`config.mk`:
```
export PLATFORM = sky130hd
export DESIGN_NAME = alu_seq_ctrl
export DESIGN_NICKNAME = d
export VERILOG_FILES = /design/src/rtl/alu_seq_ctrl.sv
export SDC_FILE = /design/constraint.sdc
export NUM_CORES = 1
export LEC_CHECK = 0
export CAP_MARGIN = 20
export CORE_ASPECT_RATIO = 0.6
export CORE_MARGIN = 1.5
export CORE_UTILIZATION = 60
export DETAILED_ROUTE_END_ITERATION = 8
export PLACE_DENSITY = 0.79
export SYNTH_ARGS = -nofsm -noshare
export SYNTH_HDL_FRONTEND = slang
export SYNTH_SLANG_ARGS = --single-unit
```
`constraint.sdc`:
```
create_clock -name clk -period 11.55 [get_ports clk]
set_clock_uncertainty 0.15 [all_clocks]
set_input_delay 2.31 -clock clk [delete_from_list [all_inputs] [get_ports clk]]
set_output_delay 2.31 -clock clk [all_outputs]
set_load 0.05 [all_outputs]
```
`src/rtl/alu_seq_ctrl.sv`:
```
// Purpose: switch-driven ALU sequencer; a debounced step button loads A, B and an opcode, then executes.
// Latency: step is seen 2 cycles after the button rises; EXEC registers the result 1 cycle after the opcode.
// Backpressure: none; presses in EXEC are dropped and a held button only advances once.
module alu_seq_ctrl #(
  parameter int W   = 16,
  parameter int SHW = $clog2(W)
) (
  input  logic         clk,
  input  logic         rst,
  input  logic [W-1:0] sw,
  input  logic         step,
  input  logic         chain,
  output logic [W-1:0] out,
  output logic [3:0]   flags,
  output logic [2:0]   state
);

  typedef enum logic [2:0] {
    LOAD_A  = 3'd0,
    LOAD_B  = 3'd1,
    LOAD_OP = 3'd2,
    EXEC    = 3'd3,
    SHOW_F  = 3'd4
  } state_t;

  state_t         state_q, state_d;
  logic [W-1:0]   a_q, a_d, b_q, b_d, result_q, result_d;
  logic [3:0]     op_q, op_d, flags_q, flags_d;
  logic           sync1_q, sync1_d, sync2_q, sync2_d, prev_q, prev_d;
  logic           fill1_q, fill1_d, fill2_q, fill2_d, armed_q, armed_d;
  logic           adv;

  logic [W-1:0]   alu_res;
  logic           alu_cf, alu_of;
  logic [W:0]     sum_ext, diff_ext;
  logic [SHW-1:0] sh, shc;

  // Button synchroniser and rising-edge detector. The fill pipeline marks when the
  // synchroniser holds real samples; edges are only armed once the button has been
  // seen low, so a button held through reset never advances on release.
  always_comb begin
    sync1_d = step;
    sync2_d = sync1_q;
    prev_d  = sync2_q;
    fill1_d = 1'b1;
    fill2_d = fill1_q;
    armed_d = armed_q | (fill2_q & ~sync2_q);
    adv     = sync2_q & ~prev_q & armed_q;
  end

  // ALU: add/sub via a widened adder; rotates use a shift by W-sh, which wraps to 0 for sh=0.
  always_comb begin
    sh       = b_q[SHW-1:0];
    shc      = -sh;
    sum_ext  = {1'b0, a_q} + {1'b0, b_q};
    diff_ext = {1'b0, a_q} - {1'b0, b_q};
    alu_res  = '0;
    alu_cf   = 1'b0;
    alu_of   = 1'b0;
    case (op_q)
      4'd0: begin
        alu_res = sum_ext[W-1:0];
        alu_cf  = sum_ext[W];
        alu_of  = (a_q[W-1] == b_q[W-1]) && (sum_ext[W-1] != a_q[W-1]);
      end
      4'd1: begin
        alu_res = diff_ext[W-1:0];
        alu_cf  = diff_ext[W];
        alu_of  = (a_q[W-1] != b_q[W-1]) && (diff_ext[W-1] != a_q[W-1]);
      end
      4'd2:    alu_res = a_q & b_q;
      4'd3:    alu_res = a_q | b_q;
      4'd4:    alu_res = a_q ^ b_q;
      4'd5:    alu_res = ~a_q;
      4'd6:    alu_res = a_q << sh;
      4'd7:    alu_res = a_q >> sh;
      4'd8:    alu_res = $unsigned($signed(a_q) >>> sh);
      4'd9:    alu_res = (a_q << sh) | (a_q >> shc);
      4'd10:   alu_res = (a_q >> sh) | (a_q << shc);
      4'd11:   alu_res = b_q;
      default: alu_res = '0;
    endcase
  end

  // Sequencer next state: loads wait for a press, EXEC completes unconditionally.
  always_comb begin
    state_d  = state_q;
    a_d      = a_q;
    b_d      = b_q;
    op_d     = op_q;
    result_d = result_q;
    flags_d  = flags_q;
    case (state_q)
      LOAD_A:  if (adv) begin a_d = sw; state_d = LOAD_B; end
      LOAD_B:  if (adv) begin b_d = sw; state_d = LOAD_OP; end
      LOAD_OP: if (adv) begin op_d = sw[3:0]; state_d = EXEC; end
      EXEC: begin
        result_d = alu_res;
        flags_d  = {alu_res[W-1], alu_of, (alu_res == '0), alu_cf};
        state_d  = SHOW_F;
      end
      SHOW_F: begin
        if (adv) begin
          if (chain) begin
            a_d     = result_q;
            state_d = LOAD_B;
          end else begin
            state_d = LOAD_A;
          end
        end
      end
      default: state_d = LOAD_A;
    endcase
  end

  // All state flops share one asynchronous active-low reset.
  always_ff @(posedge clk or negedge rst) begin
    if (!rst) begin
      state_q  <= LOAD_A;
      a_q      <= '0;
      b_q      <= '0;
      op_q     <= '0;
      result_q <= '0;
      flags_q  <= '0;
      sync1_q  <= 1'b0;
      sync2_q  <= 1'b0;
      prev_q   <= 1'b0;
      fill1_q  <= 1'b0;
      fill2_q  <= 1'b0;
      armed_q  <= 1'b0;
    end else begin
      state_q  <= state_d;
      a_q      <= a_d;
      b_q      <= b_d;
      op_q     <= op_d;
      result_q <= result_d;
      flags_q  <= flags_d;
      sync1_q  <= sync1_d;
      sync2_q  <= sync2_d;
      prev_q   <= prev_d;
      fill1_q  <= fill1_d;
      fill2_q  <= fill2_d;
      armed_q  <= armed_d;
    end
  end

  // Display mux: each load state shows what was just captured; SHOW_F can flip to the flags.
  always_comb begin
    out = sw;
    case (state_q)
      LOAD_A:  out = sw;
      LOAD_B:  out = a_q;
      LOAD_OP: out = b_q;
      EXEC:    out = result_q;
      SHOW_F:  out = sw[0] ? {{(W-4){1'b0}}, flags_q} : result_q;
      default: out = sw;
    endcase
  end

  assign flags = flags_q;
  assign state = state_q;

endmodule

```
==> results.json <==
{
  "outcome": "finished, final reports clean",
  "dpl.hpwl_um": 27500,
  "finalWeightedCongestion": 1.07,
  "startpoint_type": "primary input",
  "die_y_um": 98.7,
  "ant_nets": 0,
  "synth_ff_type": "dfrtp_1",
  "holdCritPathClass": "flop to flop",
  "worst_pin_slew_ns": 1.09,
  "fin_crit_sh_pct": 62.4,
  "crit_top_cell": "clkdlybuf4s50_1",
  "ys_async_sr_fraction_pct": 100,
  "relSlewSlack_pct": 26.8,
  "routed-via-count": 10100,
  "rsz0062_at_grt": "no",
  "drtPass1Iterations": 8,
  "crit_buf_inv": 3,
  "end_kind": "output port",
  "portBuffers": 42,
  "syn_area_per_cell_um2": 7.89,
  "synth_largest_area_cell": "dfrtp_1",
  "syn_nets": 1237,
  "critical_path_class": "primary input to output port",
  "max_freq_ghz": 0.139,
  "min_period_ns": 7.21,
  "r2r_cells": 14,
  "clk_pin_slew_ns": 0.05,
  "holdPathStages": 0,
  "antenna_found_initial": 0,
  "cts_root_buf": "clkbuf_16",
  "timing.final.hold_violations": 0,
  "cap_viol_max_count": 0,
  "cts_tree": "yes",
  "drive_gt1_share_pct": 13.0,
  "ys_seq_area_share_pct": 17.5,
  "synth-seq-cells": 64,
  "crit_fanout": 9,
  "io_pins": 43,
  "grt_pass1_vias": 9182,
  "cts_hold_buf": 0,
  "synth_edf_count": 0,
  "insertion_delay_ns": 0.34,
  "required_ns": 9.09,
  "grt_max_degree": 65,
  "syn_to_final_growth_pct": 7.92,
  "cts_sinks": 64,
  "htree_levels": 3,
  "grt_usage_pct": 47.1,
  "routed_wl_um": 37300,
  "netlist_instances": 1161,
  "synth.most_common_cell": "nand2_1",
  "synth.distinct_cells": 92,
  "netlist_area_mm2": 0.00916,
  "ys_top_cells_by_area": "dfrtp_1, ha_1, mux2_2, mux2i_1, mux4_2",
  "yosys-top-cells-count": "nand2_1, nor2_1, o21ai_0",
  "coreArea_mm2": 0.0147,
  "cts_resized": 0,
  "cp_cell_sequence": "clkdlybuf4s50_1, o21ai_1, buf_6, a221o_1, clkdlybuf4s50_1",
  "synth_warnings": 0,
  "cts_buffers": 9,
  "cp_slowest_cell": "clkdlybuf4s50_1",
  "grt_pass1_wl_um": 57000,
  "drc_errors": 0,
  "fin_nets": 1216,
  "cp.arrival_ns": 4.75,
  "die_w_um": 163,
  "grt-ovfl-total": 0,
  "clock_path_buffers": 2,
  "cp_num_cells": 5,
  "dieArea_mm2": 0.0160,
  "synth.top_cell.area_share_pct": 17.5,
  "drtIter0Drc": 1880,
  "cp_top_family": "buffers and inverters",
  "fp-row-count": 34,
  "drv_slew": 0,
  "setup_viol": 0,
  "routedWlPerCell_um": 27.7,
  "vias_per_cell": 7.49,
  "cp_slowest_stage_delay_ns": 0.81,
  "initial_core_util_pct": 62.2,
  "postCtsSetupRepairBufs": 0,
  "fin_tns_setup_ns": 0
}
## per-layer routing
layer | track usage, % | share of wire (%) | up-vias
met2 | 61.3 | 38 | 870
li1 | - | - | 4330
met3 | 21.6 | 18 | 71
met4 | 7.20 | 1.7 | 2
met5 | 2.73 | 0.13 | -
met1 | 70.5 | 42 | 4801
## through the flow
stage	hold WS, ns	cells	instance area (µm²)	setup slack, ns	util, %
after floorplan	0.181	1161	9160	5.30	-
after global placement	0.189	1324	9530	4.12	64.7
after detailed placement	0.193	1325	9540	4.42	64.8
after CTS	0.205	1341	9850	4.40	66.9
after global routing	0.214	1343	9880	4.29	67.1
final	0.203	1345	9880	4.34	67.2
## layout make-up
cell class	instances	area, µm²
Clock buffer	11	253
Antenna cell	2	5.00
Inverter	59	221
Fill cell	1253	4830
Sequential cell	64	1600
Timing Repair Buffer	73	667
Multi-Input combinational cell	933	6830
Tap cell	198	248
Clock inverter	5	55.1
## state kept, by name, summed over array words and instances (netlist names)
| register | count |
|---|---|
| fill1_q | 1 |
| result_q | 16 |
| sync1_q | 1 |
| prev_d | 1 |
| armed_q | 1 |
| flags | 3 |
| a_q | 16 |
| fill2_q | 1 |
| op_q | 4 |
| prev_q | 1 |
| state | 3 |
| b_q | 16 |
## path summary, 6_finish.rpt
path	from	slack (ns)	to
worst min-delay path	fill1_q$_DFF_PN0_	0.20	fill2_q$_DFF_PN0_
worst max register to register	b_q[1]$_DFFE_PN0P_	5.82	flags[1]$_DFFE_PN0P_
worst min register to register	fill1_q$_DFF_PN0_	0.20	fill2_q$_DFF_PN0_
min in group asynchronous	rst	1.98	a_q[12]$_DFFE_PN0P_
max in group asynchronous	rst	8.69	b_q[0]$_DFFE_PN0P_
worst max-delay path	sw[0]	4.34	out[10]
## cells by family after synthesis
kind of cell               after synthesis  share of synthesized area, %
AOI/OAI and AO/OA                      375                          28.7
muxes                                  128                          17.7
and+or+nand+nor                        363                          19.0
buffers and inverters                  164                          8.07
DFF                                     64                          17.5
other                                    1                        0.0409
xor gates and xnor gates                10                          1.12
adders and majority gates               56                          7.81
## placed cells by master (no fill, tap or decap), drive strengths merged, types with 12 or more instances in the layout
master	n
inv	59
mux2	53
a211oi	18
a31oi	17
dfrtp	64
nand2b	14
mux2i	53
o22ai	21
nand2	125
nor3	20
o21ai	91
buf	32
nor2	105
o211ai	14
nand3	24
a221o	14
ha	54
a22o	22
mux4	22
nor4	12
a21oi	67
clkdlybuf4s50	41
Power is not shown: default switching activity piles up to over one toggle a cycle in this logic, so the estimate is an artifact.
